==> config.mk <==
export PLATFORM = sky130hd
export DESIGN_NAME = pulse_generator_prog_flat
export DESIGN_NICKNAME = d
export VERILOG_FILES = /design/src/rtl/pulse_generator_prog_if.sv /design/src/rtl/pulse_generator_prog.sv /design/src/flat_wrapper.sv
export SDC_FILE = /design/constraint.sdc
export NUM_CORES = 1
export LEC_CHECK = 0
export ABC_AREA = 1
export CAP_MARGIN = 20
export CELL_PAD_IN_SITES_DETAIL_PLACEMENT = 0
export CELL_PAD_IN_SITES_GLOBAL_PLACEMENT = 2
export CORE_UTILIZATION = 36
export DETAILED_ROUTE_END_ITERATION = 8
export GPL_TIMING_DRIVEN = 0
export PLACE_DENSITY = 0.89
export SLEW_MARGIN = 20
export SYNTH_ARGS = -nofsm -noshare
export SYNTH_HDL_FRONTEND = slang
export SYNTH_SLANG_ARGS = --single-unit
==> constraint.sdc <==
create_clock -name clk -period 9.4 [get_ports clk]
set_clock_uncertainty 0.05 [all_clocks]
set_input_delay 1.88 -clock clk [delete_from_list [all_inputs] [get_ports clk]]
set_output_delay 1.88 -clock clk [all_outputs]
set_load 0.005 [all_outputs]
==> src/rtl/pulse_generator_prog_if.sv <==
// Control/status bundle for pulse_generator_prog: run controls in, pulse and status out.
// All controls are plain levels sampled on clk; there is no valid/ready handshake on this bus.
interface pulse_generator_prog_if #(
  parameter int RATE_W = 12,
  parameter int CNT_W  = 16
);
  logic              start;
  logic              pause;
  logic [1:0]        mode;
  logic [RATE_W-1:0] rate;
  logic [CNT_W-1:0]  burst_n;
  logic              pulse;
  logic [CNT_W-1:0]  pulse_cnt;
  logic              busy;
  logic              done;
  logic [1:0]        state_dbg;

  modport master (
    output start, pause, mode, rate, burst_n,
    input  pulse, pulse_cnt, busy, done, state_dbg
  );

  modport slave (
    input  start, pause, mode, rate, burst_n,
    output pulse, pulse_cnt, busy, done, state_dbg
  );
endinterface

==> src/rtl/pulse_generator_prog.sv <==
// Programmable step-pulse source: phase-accumulator rate generator with continuous,
// counted-burst and ramp profiles, pause, busy/done status and a saturating pulse count.
module pulse_generator_prog #(
  parameter int CLK_HZ    = 100_000_000,
  parameter int RATE_W    = 12,
  parameter int CNT_W     = 16,
  parameter int PULSE_LEN = 1
) (
  input logic                   clk,
  input logic                   reset,
  pulse_generator_prog_if.slave bus
);
  localparam int ACC_W = $clog2(CLK_HZ + 2**RATE_W);
  localparam int SEC_W = (CLK_HZ > 1) ? $clog2(CLK_HZ) : 1;
  localparam int STR_W = $clog2(PULSE_LEN + 1);

  localparam logic [ACC_W-1:0]  CLK_HZ_A = ACC_W'(CLK_HZ);
  localparam logic [SEC_W-1:0]  SEC_LAST = SEC_W'(CLK_HZ - 1);
  localparam logic [RATE_W-1:0] RATE_MAX = '1;
  localparam logic [CNT_W-1:0]  CNT_MAX  = '1;
  localparam logic [STR_W-1:0]  STR_LOAD = STR_W'(PULSE_LEN);
  localparam logic [STR_W-1:0]  STR_ONE  = STR_W'(1);
  localparam logic [1:0]        MODE_BURST = 2'b01;
  localparam logic [1:0]        MODE_RAMP  = 2'b10;

  typedef enum logic [1:0] {
    IDLE   = 2'd0,
    RUN    = 2'd1,
    FINISH = 2'd2
  } state_t;

  state_t            state, state_nxt;
  logic [ACC_W-1:0]  acc, acc_sum;
  logic [RATE_W-1:0] eff, ramp_eff;
  logic [RATE_W:0]   ramp_sum;
  logic [SEC_W-1:0]  sec_cnt;
  logic [STR_W-1:0]  str_cnt;
  logic [CNT_W-1:0]  cnt;
  logic [1:0]        mode_q;
  logic [CNT_W-1:0]  burst_q;
  logic              done_q;
  logic              launch;
  logic              advance;
  logic              burst_full;
  logic              event_fire;
  logic              sec_wrap;

  // Datapath decode; the accumulator only advances in an unpaused, still-requested run.
  always_comb begin
    advance    = (state == RUN) && bus.start && !bus.pause;
    burst_full = (mode_q == MODE_BURST) && (cnt == burst_q);
    acc_sum    = acc + ACC_W'(eff);
    event_fire = advance && !burst_full && (acc_sum >= CLK_HZ_A);
    sec_wrap   = advance && (sec_cnt == SEC_LAST);
    ramp_sum   = {1'b0, eff} + {1'b0, bus.rate};
    ramp_eff   = ramp_sum[RATE_W] ? RATE_MAX : ramp_sum[RATE_W-1:0];
  end

  always_comb begin
    state_nxt = state;
    launch    = 1'b0;
    case (state)
      IDLE: begin
        if (bus.start) begin
          launch    = 1'b1;
          state_nxt = ((bus.mode == MODE_BURST) && (bus.burst_n == '0)) ? FINISH : RUN;
        end
      end
      RUN: begin
        // Leave for FINISH as the last burst pulse drops, so DONE follows it directly.
        if (!bus.start)                              state_nxt = IDLE;
        else if (burst_full && (str_cnt <= STR_ONE)) state_nxt = FINISH;
      end
      FINISH: begin
        if (!bus.start) state_nxt = IDLE;
      end
      default: state_nxt = IDLE;
    endcase
  end

  always_ff @(posedge clk or posedge reset) begin
    if (reset) state <= IDLE;
    else       state <= state_nxt;
  end

  always_ff @(posedge clk or posedge reset) begin
    if (reset) begin
      acc     <= '0;
      eff     <= '0;
      sec_cnt <= '0;
      str_cnt <= '0;
      cnt     <= '0;
      mode_q  <= '0;
      burst_q <= '0;
      done_q  <= 1'b0;
    end else begin
      done_q <= (state_nxt == FINISH) && (state != FINISH);
      if (launch) begin
        mode_q  <= bus.mode;
        burst_q <= bus.burst_n;
        acc     <= '0;
        sec_cnt <= '0;
        cnt     <= '0;
        eff     <= bus.rate;
        str_cnt <= '0;
      end else if ((state == RUN) && !bus.start) begin
        str_cnt <= '0;
      end else begin
        if (advance && !burst_full) begin
          acc     <= event_fire ? (acc_sum - CLK_HZ_A) : acc_sum;
          sec_cnt <= sec_wrap ? '0 : (sec_cnt + SEC_W'(1));
          if (mode_q == MODE_RAMP) begin
            if (sec_wrap) eff <= ramp_eff;
          end else begin
            eff <= bus.rate;
          end
        end
        // A new event while the pulse is still high simply restarts the stretch.
        if (event_fire) begin
          str_cnt <= STR_LOAD;
          if (cnt != CNT_MAX) cnt <= cnt + CNT_W'(1);
        end else if (str_cnt != '0) begin
          str_cnt <= str_cnt - STR_W'(1);
        end
      end
    end
  end

  assign bus.pulse     = (str_cnt != '0);
  assign bus.pulse_cnt = cnt;
  assign bus.busy      = (state == RUN);
  assign bus.done      = done_q;
  assign bus.state_dbg = state;
endmodule

==> src/flat_wrapper.sv <==
// flat-port wrapper written by rule: the top's interface ports become plain ports
module pulse_generator_prog_flat 
#(
  parameter int CLK_HZ    = 100_000_000,
  parameter int RATE_W    = 12,
  parameter int CNT_W     = 16,
  parameter int PULSE_LEN = 1
)
  (clk, reset, bus_start, bus_pause, bus_mode, bus_rate, bus_burst_n, bus_pulse, bus_pulse_cnt, bus_busy, bus_done, bus_state_dbg);
  pulse_generator_prog_if #(.RATE_W(RATE_W), .CNT_W(CNT_W)) bus_i ();
  input logic clk;
  input logic reset;
  input wire logic [$bits(bus_i.start)-1:0] bus_start;
  input wire logic [$bits(bus_i.pause)-1:0] bus_pause;
  input wire logic [$bits(bus_i.mode)-1:0] bus_mode;
  input wire logic [$bits(bus_i.rate)-1:0] bus_rate;
  input wire logic [$bits(bus_i.burst_n)-1:0] bus_burst_n;
  output wire logic [$bits(bus_i.pulse)-1:0] bus_pulse;
  output wire logic [$bits(bus_i.pulse_cnt)-1:0] bus_pulse_cnt;
  output wire logic [$bits(bus_i.busy)-1:0] bus_busy;
  output wire logic [$bits(bus_i.done)-1:0] bus_done;
  output wire logic [$bits(bus_i.state_dbg)-1:0] bus_state_dbg;
  assign bus_i.start = bus_start;
  assign bus_i.pause = bus_pause;
  assign bus_i.mode = bus_mode;
  assign bus_i.rate = bus_rate;
  assign bus_i.burst_n = bus_burst_n;
  assign bus_pulse = bus_i.pulse;
  assign bus_pulse_cnt = bus_i.pulse_cnt;
  assign bus_busy = bus_i.busy;
  assign bus_done = bus_i.done;
  assign bus_state_dbg = bus_i.state_dbg;
  pulse_generator_prog #(.CLK_HZ(CLK_HZ), .RATE_W(RATE_W), .CNT_W(CNT_W), .PULSE_LEN(PULSE_LEN)) u_core (.clk(clk), .reset(reset), .bus(bus_i));
endmodule
==> out/metrics.yaml, run 1 <==
status: "finished clean"
ant_nets: 0
wl_um: 24900
cts_sinks: 104
initial_core_util_pct: 37.0
syn_nets: 1298
period_share_pct: 50.0
leakagePower_nw: 4.48
die_x_um: 152
switchingPower_uw: 803
setup_violations: 0
async_flop_share_pct: 100
p_int_mw: 1.00
die-area_um2: 23200
core_um2: 22000
grt_max_degree: 69
layout-drive-gt1-share_pct: 6.44
grtUsageTotal_pct: 22.1
syn_area_um2: 8140
yosysSeqAreaShare_pct: 32.0
seqPwrFrac_pct: 33.2
setup_slack_ns: 4.70
place_congestion: 0.847
grt_pass1_vias: 7858
p_sw_share_pct: 44.5
pwr-share-clk_pct: 20.5
htreeDepth: 3
gr-total-overflow: 0
yosysWarnings: 0
slew_violations: 0
wire_per_inst_um: 15.7
yosys.cell_types.count: 47
cp-start-kind: "primary input"
worstMarginPinSlew_ns: 0.812
hold_viol_final: 0
fillCellCount: 2376
die-height_um: 152
p_per_area_nw_per_um2: 193
cts_hold_buf: 0
cp.arrival_ns: 4.95
grt_pass1_wl_um: 40900
numPortBuffers: 54
tritoncts: "done"
critPathMaxStageDelay_ns: 0.48
vias: 8117
num-nets-final: 1364
drc_errors: 0
whs_ns: 0.435
cts_resized: 0
post-route-min-period_ns: 4.70
design_area_um2: 9340
antenna_found_initial: 0
cpMostUsedCell: "inv_1"
synth_top_area_cell: "dfrtp_1"
tns_ns: 0
mostFrequentLayoutCells: "359 x nand2_1, 155 x inv_1, 122 x nor2_1"
max_freq_ghz: 0.213
end_kind: "register"
required_ns: 9.65
insertedDiodeCount: 0
crit_fanout: 10
avgSynthCellArea_um2: 6.60
io_pins: 55
drtIter0Drc: 529
syn_to_final_growth_pct: 14.7
path_class: "primary input to register"
cts_setup_buffers: 0
combPwrFrac_pct: 46.3
final_common_cell: "nand2_1"
crit_chain: "clkdlybuf4s50_1, ha_1, inv_1, fa_1, nand3b_1, and2_1, inv_1, a21oi_1, o21ai_0, nand2_1, inv_1, nor2_1, nor2_1, nor3_1, clkbuf_1, o21ai_0, o211ai_1, nand2_1"
cts_buffer_depth: 2
pre_cts_ws_ns: 4.28
drv_cap: 0
synth_ff_type: "dfrtp_1"
relSlewSlack_pct: 45.4
first_pass_iters: 5
syn_inst: 1234
irDropWorstVdd_mv: 0.110
clk_root_buffer_cell: "clkbuf_16"
hp-class: "register to register"
dp_hpwl_um: 19300
place_area_um2: 9060
synth_edf_count: 0
synth_seq_cells: 104
insertion_delay_ns: 0.36
fin_util_pct: 42.4
synthDominantCellAreaShare_pct: 32.0
rsz0062_at_grt: "no"
crit_slowest_cell: "clkdlybuf4s50_1"
std_cell_rows: 54
synthTopCellsByArea: "dfrtp_1 32%, nand2_1 17%, inv_1 7.2%"
cts_buffers: 9
path_clk_slew_ns: 0.08
via_per_inst: 5.12
metrics by stage:
stage	instances	total power, mW
2_1_floorplan	1234	1.19
3_3_place_gp	1568	1.43
3_5_place_dp	1569	1.44
4_1_cts	1585	1.82
5_1_grt	1585	1.97
6_report	1585	1.80
worst max-delay path: cells and delay by family:
family | cells | cell delay [ns]
compound gates | 4 | 0.66
simple gates | 7 | 0.87
fa+ha+maj | 2 | 0.59
buf+inv | 5 | 0.95
layout make-up:
class | count | area (um^2) | area share, %
Multi-Input combinational cell | 936 | 4760 | 51.0
Sequential cell | 104 | 2600 | 27.9
Inverter | 163 | 617 | 6.61
Timing Repair Buffer | 55 | 568 | 6.08
Tap cell | 280 | 350 | 3.75
Clock buffer | 11 | 233 | 2.49
Buffer | 31 | 164 | 1.76
Clock inverter | 5 | 41.3 | 0.442
metal layers:
layer | global-route usage (%) | routed length (um)
met1 | 30.5 | 12300
met2 | 36.8 | 11700
met3 | 2.36 | 634
met4 | 5.54 | 225
met5 | 0 | 0
final timing paths:
path	endpoint	cells past startpoint	start	slack, ns
setup / recovery	u_core.eff[4]$_DFFE_PP0P_	18	bus_rate[0]	4.70
hold / removal	u_core.acc[4]$_DFFE_PP0P_	1	u_core.acc[4]$_DFFE_PP0P_	0.43
setup reg to reg	u_core.acc[12]$_DFFE_PP0P_	22	u_core.eff[0]$_DFFE_PP0P_	5.33
hold reg to reg	u_core.acc[4]$_DFFE_PP0P_	1	u_core.acc[4]$_DFFE_PP0P_	0.43
max in group asynchronous	u_core.acc[0]$_DFFE_PP0P_	3	reset	6.79
min in group asynchronous	u_core.sec_cnt[21]$_DFFE_PP0P_	2	reset	1.84
state kept, by name (all words and copies together) (netlist names):
register / flops
u_core.bus.pulse: 1
u_core.acc: 27
u_core.bus.done: 1
u_core.eff: 12
u_core.burst_q: 16
u_core.bus.state_dbg: 2
u_core.bus.pulse_cnt: 16
u_core.sec_cnt: 27
u_core.mode_q: 2
power groups by stage:
stage | logic (mW) | registers, mW | clock network (mW)
floorplan | 0.603 | 0.583 | 0
global placement | 0.828 | 0.607 | 0
detailed placement | 0.831 | 0.608 | 0
CTS | 0.838 | 0.600 | 0.382
global route | 0.966 | 0.610 | 0.395
finish | 0.834 | 0.599 | 0.370
synthesized netlist by cell type (13+ instances only):
master / n
clkbuf_1: 16
a21oi_1: 39
o21ai_0: 51
nor3_1: 48
nand3_1: 100
nor2_1: 122
ha_1: 28
inv_1: 156
xor2_1: 17
nand2_2: 23
nand2_1: 359
nand4_1: 51
o21ai_2: 13
dfrtp_1: 104
kinds of logic (layout without fill, tap and decap cells):
| logic type | Yosys count | count (layout) | synth area share (%) |
|---|---|---|---|
| buf+inv | 194 | 265 | 9.53 |
| simple gates | 751 | 751 | 41.5 |
| xor+xnor | 22 | 22 | 2.46 |
| fa+ha+maj | 30 | 30 | 4.80 |
| compound gates | 133 | 133 | 9.70 |
| flops | 104 | 104 | 32.0 |
Note: power is estimated with default switching activity, not from simulation.
==> run 2: changes to the inputs <==
CORE_UTILIZATION = 34   (was 36)
PLACE_DENSITY = 0.85   (was 0.89)
clock period = 4.5 ns   (was 9.4 ns; I/O delays follow)
==> run 2 against run 1 <==
  * Clock-buffer cell count shrank 1
  * Combinational power up 110%
  * Die area is 5.8% higher
  * Critical path type is now register to register
  * Critical endpoint is now u_core.acc[12]$_DFFE_PP0P_
  * Sequential power grew 110%
  * Wire length increased by 1.7%
==> out/metrics.yaml, run 2 (same netlist as run 1, synthesis figures left out) <==
fin_util_pct: 40.1
total_power_mw: 3.81
regArea_um2: 2600
dp_hpwl_um: 19500
wl_um: 25300
crit_chain: "ha_1, fa_1, nand3_1, nand2_1, nand2_1, nand2_1, xor2_2, ha_1, nand3_1, nor2_1, nand3_1, nor2_1, nand4_1, nor2_1, nand3_1, nor2_1, nand2_2, nand3_4, buf_2, nand4_1, nand3_1, nand2_1"
post-route-min-period_ns: 4.03
final_common_cell: "nand2_1"
htreeDepth: 3
rsz0062_at_grt: "no"
numPortBuffers: 54
mostFrequentLayoutCells: "359 x nand2_1, 155 x inv_1, 122 x nor2_1"
core_um2: 23500
insertedDiodeCount: 0
crit_end: "u_core.acc[12]$_DFFE_PP0P_"
pwr-share-clk_pct: 21.4
place_congestion: 0.839
path_clk_slew_ns: 0.08
antenna_found_initial: 0
cp.depth: 22
drv_cap: 0
std_cell_rows: 56
grt_max_degree: 67
irDropWorstVdd_mv: 0.199
required_ns: 4.70
fillCellCount: 2575
path_class: "register to register"
initial_core_util_pct: 34.7
crit_slowest_cell: "fa_1"
insertion_delay_ns: 0.36
crit_fanout: 10
cp.arrival_ns: 4.23
p_per_area_nw_per_um2: 406
critPathMaxStageDelay_ns: 0.47
top_regs: "u_core.acc: 27 flops, u_core.sec_cnt: 27 flops"
status: "finished clean"
hp-class: "register to register"
seqPwrFrac_pct: 32.8
wire_per_inst_um: 15.6
p_int_mw: 2.11
setup_violations: 0
drtIter0Drc: 572
period_share_pct: 89.5
worstMarginPinSlew_ns: 0.696
tritoncts: "done"
reg2reg_depth: 22
hold_viol_final: 0
p_sw_share_pct: 44.7
r2r_end: "u_core.acc[12]$_DFFE_PP0P_"
vias: 8159
io_pins: 55
cts_buffers: 9
relSlewSlack_pct: 53.6
design_area_um2: 9400
pre_cts_ws_ns: 0.396
cts_buffer_depth: 2
via_per_inst: 5.02
gr-total-overflow: 0
cts_setup_buffers: 0
combPwrFrac_pct: 45.8
die_x_um: 157
first_pass_iters: 5
critical_path.startpoint: "u_core.eff[0]$_DFFE_PP0P_"
cts_resized: 0
cts_sinks: 104
die-height_um: 157
tns_ns: 0
grt_pass1_wl_um: 41400
r2r_start: "u_core.eff[0]$_DFFE_PP0P_"
cpLargestDelayFamily: "simple AND/OR/NAND/NOR gates"
place_area_um2: 9110
leakagePower_nw: 4.50
layout-drive-gt1-share_pct: 6.59
end_kind: "register"
max_freq_ghz: 0.248
rrSetupSlack_ns: 0.47
cpMostUsedCell: "nand3_1"
clk_root_buffer_cell: "clkbuf_16"
critPathBufInv: 1
cts_hold_buf: 0
setup_slack_ns: 0.473
syn_to_final_growth_pct: 15.5
drc_errors: 0
switchingPower_mw: 1.70
multiInputGateArea_um2: 4760
die-area_um2: 24600
num-nets-final: 1364
slew_violations: 0
grt_pass1_vias: 7857
cp-start-kind: "register"
ant_nets: 0
grtUsageTotal_pct: 21.7
-- run 2: cell type report --
class | count | share of cell area (%)
Buffer | 31 | 1.74
Clock buffer | 10 | 2.54
Clock inverter | 6 | 0.546
Inverter | 163 | 6.56
Multi-Input combinational cell | 936 | 50.6
Sequential cell | 104 | 27.7
Tap cell | 319 | 4.24
Timing Repair Buffer | 55 | 6.04
-- run 2: worst min path at each step --
stage | startpoint | to | slack [ns] | cells after the start
floorplan | u_core.acc[9]$_DFFE_PP0P_ | u_core.acc[9]$_DFFE_PP0P_ | 0.40 | 2
global route | u_core.acc[7]$_DFFE_PP0P_ | u_core.acc[7]$_DFFE_PP0P_ | 0.47 | 2
CTS | u_core.acc[4]$_DFFE_PP0P_ | u_core.acc[4]$_DFFE_PP0P_ | 0.44 | 1
detailed placement | u_core.acc[4]$_DFFE_PP0P_ | u_core.acc[4]$_DFFE_PP0P_ | 0.42 | 1
global placement | u_core.acc[4]$_DFFE_PP0P_ | u_core.acc[4]$_DFFE_PP0P_ | 0.42 | 1
finish | u_core.acc[4]$_DFFE_PP0P_ | u_core.acc[4]$_DFFE_PP0P_ | 0.44 | 1
-- run 2: power groups by stage --
stage / Sequential [mW] / Combinational (mW) / Clock, mW
floorplan: 1.22 / 1.26 / 0
global placement: 1.27 / 1.73 / 0
global route: 1.28 / 2.00 / 0.875
CTS: 1.25 / 1.75 / 0.835
finish: 1.25 / 1.75 / 0.817
detailed placement: 1.27 / 1.74 / 0
-- run 2: layer usage --
metal	global-route usage, %	vias up	part of all wire [%]
li1	-	4172	-
met2	35.0	180	45
met5	0	-	0
met1	30.9	3785	49
met3	2.41	22	4.0
met4	5.04	0	1.4
-- run 2: stage by stage --
stage	instances	hold WS (ns)
after floorplan	1234	0.403
after global placement	1607	0.418
after detailed placement	1608	0.423
after CTS	1624	0.442
after global routing	1624	0.467
final	1624	0.437
